File: config.mk
export PLATFORM = sky130hd
export DESIGN_NAME = bar_frame_scheduler
export DESIGN_NICKNAME = d
export VERILOG_FILES = /design/src/rtl/bar_frame_scheduler.sv
export SDC_FILE = /design/constraint.sdc
export NUM_CORES = 1
export LEC_CHECK = 0
export ABC_CLOCK_PERIOD_IN_PS = 10400
export CORE_MARGIN = 4
export CORE_UTILIZATION = 48
export CTS_CLUSTER_SIZE = 20
export DETAILED_ROUTE_END_ITERATION = 8
export GPL_ROUTABILITY_DRIVEN = 0
export PLACE_DENSITY_LB_ADDON = 0.25
export RECOVER_POWER = 100
export SLEW_MARGIN = 0
export SYNTH_ARGS = -nofsm -noshare
export SYNTH_HDL_FRONTEND = slang
export SYNTH_SLANG_ARGS = --single-unit
File: constraint.sdc
create_clock -name fsm_clk -period 10.4 [get_ports fsm_clk]
set_clock_uncertainty 0.1 [all_clocks]
set_input_delay 1.56 -clock fsm_clk [delete_from_list [all_inputs] [get_ports fsm_clk]]
set_output_delay 1.56 -clock fsm_clk [all_outputs]
set_load 0.005 [all_outputs]
File: src/rtl/bar_frame_scheduler.sv
// Double-buffered 16-bar scheduler: fills a back buffer over valid/ready,
// commits it to the displayed front buffer at frame_start with peak-hold decay.
module bar_frame_scheduler #(
    parameter int NUM_BARS = 16,
    parameter int BAR_W    = 16,
    parameter int DECAY    = 512,
    localparam int IDX_W   = (NUM_BARS > 1) ? $clog2(NUM_BARS) : 1
) (
    input  logic                      fsm_clk,
    input  logic                      reset_n,
    input  logic                      in_valid,
    output logic                      in_ready,
    input  logic [IDX_W-1:0]          in_index,
    input  logic [BAR_W-1:0]          in_value,
    input  logic                      frame_start,
    output logic [NUM_BARS*BAR_W-1:0] bars,
    output logic                      frame_swapped,
    output logic                      stale_frame
);

    typedef enum logic {
        FILL  = 1'b0,
        READY = 1'b1
    } state_t;

    localparam logic [BAR_W-1:0] DEC_V = BAR_W'(DECAY);

    state_t              r_state;
    state_t              w_state_nxt;
    logic [BAR_W-1:0]    r_back      [NUM_BARS];
    logic [BAR_W-1:0]    r_front     [NUM_BARS];
    logic [BAR_W-1:0]    w_dec       [NUM_BARS];
    logic [BAR_W-1:0]    w_front_nxt [NUM_BARS];
    logic [NUM_BARS-1:0] r_mask;
    logic [NUM_BARS-1:0] w_mask_nxt;
    logic [NUM_BARS-1:0] w_sel;
    logic                w_accept;
    logic                w_idx_ok;
    logic                w_full;
    logic                w_commit;
    logic                w_stale;
    logic                r_swapped;
    logic                r_stale;

    // Out-of-range indices are accepted but land nowhere
    always_comb begin
        w_accept   = in_valid && (r_state == FILL);
        w_idx_ok   = 32'(in_index) < NUM_BARS;
        w_sel      = '0;
        if (w_accept && w_idx_ok) begin
            w_sel[in_index] = 1'b1;
        end
        w_mask_nxt = r_mask | w_sel;
        w_full     = &w_mask_nxt;
        w_commit   = frame_start && (r_state == READY);
        w_stale    = frame_start && (r_state == FILL);
    end

    // Saturating decay; a committed bar only wins if it beats the decayed peak
    always_comb begin
        for (int i = 0; i < NUM_BARS; i++) begin
            w_dec[i] = (r_front[i] > DEC_V) ? r_front[i] - DEC_V : '0;
            if (r_state == READY) begin
                w_front_nxt[i] = (r_back[i] >= w_dec[i]) ? r_back[i] : w_dec[i];
            end else begin
                w_front_nxt[i] = w_dec[i];
            end
        end
    end

    always_comb begin
        w_state_nxt = r_state;
        in_ready    = 1'b0;
        unique case (r_state)
            FILL: begin
                in_ready = 1'b1;
                if (w_full) begin
                    w_state_nxt = READY;
                end
            end
            READY: begin
                if (frame_start) begin
                    w_state_nxt = FILL;
                end
            end
        endcase
    end

    always_ff @(posedge fsm_clk or negedge reset_n) begin
        if (!reset_n) begin
            r_state <= FILL;
        end else begin
            r_state <= w_state_nxt;
        end
    end

    always_ff @(posedge fsm_clk or negedge reset_n) begin
        if (!reset_n) begin
            for (int i = 0; i < NUM_BARS; i++) begin
                r_back[i]  <= '0;
                r_front[i] <= '0;
            end
            r_mask    <= '0;
            r_swapped <= 1'b0;
            r_stale   <= 1'b0;
        end else begin
            for (int i = 0; i < NUM_BARS; i++) begin
                if (w_sel[i]) begin
                    r_back[i] <= in_value;
                end
                if (frame_start) begin
                    r_front[i] <= w_front_nxt[i];
                end
            end
            if (w_commit) begin
                r_mask <= '0;
            end else begin
                r_mask <= w_mask_nxt;
            end
            r_swapped <= w_commit;
            r_stale   <= w_stale;
        end
    end

    for (genvar g = 0; g < NUM_BARS; g++) begin : g_bars
        assign bars[g*BAR_W +: BAR_W] = r_front[g];
    end

    assign frame_swapped = r_swapped;
    assign stale_frame   = r_stale;

endmodule
=== Word-level counts from Yosys, hierarchy flattened ===
Index checks and enable logic that the tools add are counted.

* Register bits after elaboration: 531
* Output and inout bits: 259

* $add $sub $neg: 16
* Order comparisons: 34
* Muxes and demuxes: 56
* Bitwise gates (word level): 2
* Reduce and logical (&&, ||, !) cells: 5

{| class="wikitable"
|+ Operators with widths
! kind !! number
|-
| $mux W16 || 50
|-
| $ge A16 B16 Y1 || 16
|-
| $gt A16 B10 Y1 const B || 16
|-
| $sub A16 B10 Y16 const B || 16
|-
| $or A16 B16 Y16 || 1
|-
| $reduce_and A16 Y1 || 1
|-
| $lt A4 B5 Y1 const B || 1
|-
| $demux W1 S4 || 1
|-
| $ge A4 B1 Y1 const B || 1
|-
| $logic_and A1 B1 Y1 || 4
|-
| $mux W1 || 4
|-
| $pmux W1 S2 || 1
|-
| $not A1 Y1 || 1
|}

=== Depth between registers and ports, before layout ===
* Depth in word-level cells: 9
* Mapped depth: 15
* Gate-level depth less buffers: 13

=== Worst setup path before layout ===
No wires, ideal clock.

* Kind: reg-to-reg
* From: reg r_front, in the netlist bars[12]
* To: reg r_front, in the netlist bars[13]
* Setup time: 126 ps
* Arrival time: 3414 ps
* Required time: 10174 ps
* Setup slack: 6760 ps
* Cell stages (with the launch flop): 15
* Path buffers: 3
* Clock period less this slack: 3640 ps
* Cells stage by stage: dfrtp_1 -> buf_2 -> or3_1 -> or4_4 -> a21o_4 -> clkbuf_1 -> nand2_1 -> ha_1 -> a21o_1 -> a21o_1 -> a221oi_1 -> o21ai_0 -> buf_2 -> mux2i_1 -> a221o_1

* Cells in the longest elaborated chain, start to end: 5

{| class="wikitable"
|+ Ends and longest elaborated chain
! element !! RTL line !! source
|-
| start: declaration || 31 || <nowiki>logic [BAR_W-1:0] r_front [NUM_BARS];</nowiki>
|-
| start signal: indexed assignment || 112 || <nowiki>r_front[i] <= w_front_nxt[i];</nowiki>
|-
| $sub A16 B10 Y16 or $gt A16 B10 Y1 (tied branches) || 62 || <nowiki>w_dec[i] = (r_front[i] > DEC_V) ? r_front[i] - DEC_V : '0;</nowiki>
|-
| $mux W16 * || 62 ||
|-
| $ge A16 B16 Y1 || 64 || <nowiki>w_front_nxt[i] = (r_back[i] >= w_dec[i]) ? r_back[i] : w_dec[i];</nowiki>
|-
| $mux W16 || 64 ||
|-
| $mux W16 * || 63 || <nowiki>if (r_state == READY) begin</nowiki>
|}

Every way passes the cells marked *; elsewhere a longest branch is shown, timed or not.
A chain may end at the register's enable or synchronous reset.

==> out/qor.yml <==
detail_route.wl_per_cell_um: 20.9
drc: 0
end_kind: "flip-flop"
synth_xor_area_share_pct: 1.90
synth.area.mux_share_pct: 10.3
worstPathRequired_ns: 10.78
clk_path_buf_depth: 3
clkLatencyLatePin_ns: 0.61
die-area_um2: 66700
timing.fmax_mhz: 144
numCtsBuffers: 58
dpl.hpwl_um: 57300
cts-root-buf: "clkbuf_16"
final_area_um2: 35500
coreArea_um2: 61800
cts-hold-fix-buffers: 0
min_period_ns: 6.93
setup_viol: 0
worstMarginPinSlew_ns: 4.05
violations: "max-capacitance violations, max-slew violations"
routed_wl_um: 84800
critPathMaxFanout: 66
cts_sinks: 531
yosys_register_bits: 531
synth_edf_count: 0
max_slew_margin_pct: -170
fin_util_pct: 57.3
synth_seq_area_share_pct: 44.2
ys_warn_count: 0
die_y_um: 258
antenna_found_initial: 7
areaGrowthSynthToFinish_pct: 18.0
final_common_cell: "dfrtp_1"
syn_inst: 2934
grt_max_degree: 165
status: "complete, but fails checks"
syn_avg_cell_area_um2: 10.2
crit_path_start_kind: "primary input"
irDropWorstVdd_mv: 0.145
finalSetupTns_ns: 0
yosys.area_share.simple_pct: 15.0
p_per_area_nw_per_um2: 232
post_cts_buffers: 0
r2r_start: "bars[124]"
min_path_type: "reg2reg"
hold_viol: 0
vias_per_cell: 5.92
synthFlopType: "dfrtp_1"
antenna_left: 0
syn_area_um2: 30000
grt_usage_pct: 25.1
place_area_um2: 33600
yosysUniqueCellTypes: 69
fp-row-count: 91
vias: 24100
drt_iter0_markers: 1983
initial_core_util_pct: 48.6
crit_start: "frame_start"
critical_path_class: "in2reg"
fin_nets: 3473
synth_adder_area_share_pct: 11.3
ios: 283
grt_pass1_wl_um: 135000
holdCritStartpoint: "r_mask[14]"
dr.pass1.iters: 6
cts_resized: 0
arrival_ns: 7.32
cts_tree: "yes"
rsz0062_at_grt: "false"
max_cap_viol_count: 7
final_cell_mix: "dfrtp_1 (530), nand2_1 (434), ha_1 (272)"
dieWidth_um: 258
clk_pin_slew_ns: 0.06
synth_top_family_by_area: "simple AND/OR/NAND/NOR gates"
synth_fp_nets: 3230
maxSlewViolCount: 395
finalCritPeriodShare_pct: 66.7
grt-ovfl-total: 0
cts_max_level: 2
fillers: 5208
p_leak_nw: 16.1
drive_gt1_share_pct: 12.6
synthArstFlopShare_pct: 100
synth_compound_area_share_pct: 14.1
grt_pass1_vias: 24300
portBuffers: 282
==> per-layer routing <==
layer / part of all wire, % / vias up / global-route usage, %
li1: - / 11100 / -
met2: 47 / 736 / 41.3
met3: 5.7 / 172 / 3.98
met5: 0 / - / 0
met1: 43 / 12000 / 33.5
met4: 3.9 / 0 / 9.87
==> final cells by class <==
cell class / instances / area (um2) / area share [%]
Clock buffer: 78 / 1660 / 4.68
Inverter: 101 / 382 / 1.08
Antenna cell: 3 / 7.51 / 0.0212
Tap cell: 837 / 1050 / 2.95
Clock inverter: 32 / 337 / 0.949
Multi-Input combinational cell: 2167 / 15700 / 44.2
Sequential cell: 531 / 13300 / 37.5
Timing Repair Buffer: 318 / 3060 / 8.62
==> worst paths after layout <==
check                           depth (start not counted)          to  slack, ns
worst min register to register                          2  r_mask[14]       0.39
worst max register to register                         12   bars[116]       5.47
min in group asynchronous                               1   bars[163]       0.90
max in group asynchronous                               2    bars[34]       4.88
worst min-delay path                                    2  r_mask[14]       0.39
worst max-delay path                                    5   bars[244]       3.47
==> Yosys cell counts, drive strengths merged, types with 4 or more instances <==
library cell	n	area [um2]
a221o	11	110
o221ai	42	368
nor3b	8	65.1
o21ai	84	447
mux2i	27	270
o21a	52	398
nor4	34	213
a211o	9	78.8
a31oi	27	200
o2bb2ai	8	70.1
nand3	95	475
xnor2	38	333
a21o	22	173
a2bb2oi	10	87.6
buf	48	267
clkbuf	87	327
ha	272	3400
and2	16	100
or2	16	100
dfrtp	531	13300
nor4b	8	85.1
a211oi	10	75.1
a22oi	8	60.1
a22o	116	1020
or4	7	56.3
a21oi	163	816
and3	16	100
nand2b	33	206
nand4b	4	50.1
xor2	27	236
or4b	4	40.0
nand4	18	113
a221oi	6	52.6
nor2b	23	144
nor2	143	583
nand2	434	1630
mux2	250	2820
a2111oi	6	52.6
inv	100	375
nor3	60	300
o311ai	18	158
or3	31	199
==> sequential cells by signal, summed over array words and instances (netlist names) <==
name	count
bars	256
frame_swapped	1
r_back	256
r_mask	16
r_state	1
stale_frame	1
==> kinds of logic (layout without fill, tap and decap cells) <==
kind of cell,after synthesis,in the layout
AO/OA/AOI/OAI,599,599
XOR/XNOR,65,65
adder cells (fa/ha/maj),272,272
buffers and inverters,236,529
flip-flops,531,531
multiplexers,277,277
other,0,3
AND/OR/NAND/NOR,954,954
==> worst max-delay path: stages <==
cell and delay (ns):
clkbuf_1 0.94, buf_4 0.63, clkbuf_1 2.28, o21ai_0 1.35, a22o_1 0.48
==> per-stage QoR <==
step | total power, mW | setup WS, ns | hold WS [ns] | cells
6_report | 8.24 | 3.47 | 0.385 | 4067
5_1_grt | 8.84 | 3.02 | 0.410 | 4066
4_1_cts | 8.38 | 5.87 | 0.387 | 4064
3_5_place_dp | 6.21 | 5.84 | 0.372 | 3954
3_3_place_gp | 6.07 | 5.91 | 0.368 | 3954
2_1_floorplan | 4.97 | 6.76 | 0.349 | 2934
==> power by group <==
group          switching (mW)  total (mW)  leakage (nW)  internal (mW)
sequential              0.628        3.20          6.43           2.57
clock                   0.882        2.13         0.958           1.25
combinational            1.44        2.90          8.68           1.46
No activity file was read; power rests on OpenSTA's default activity.
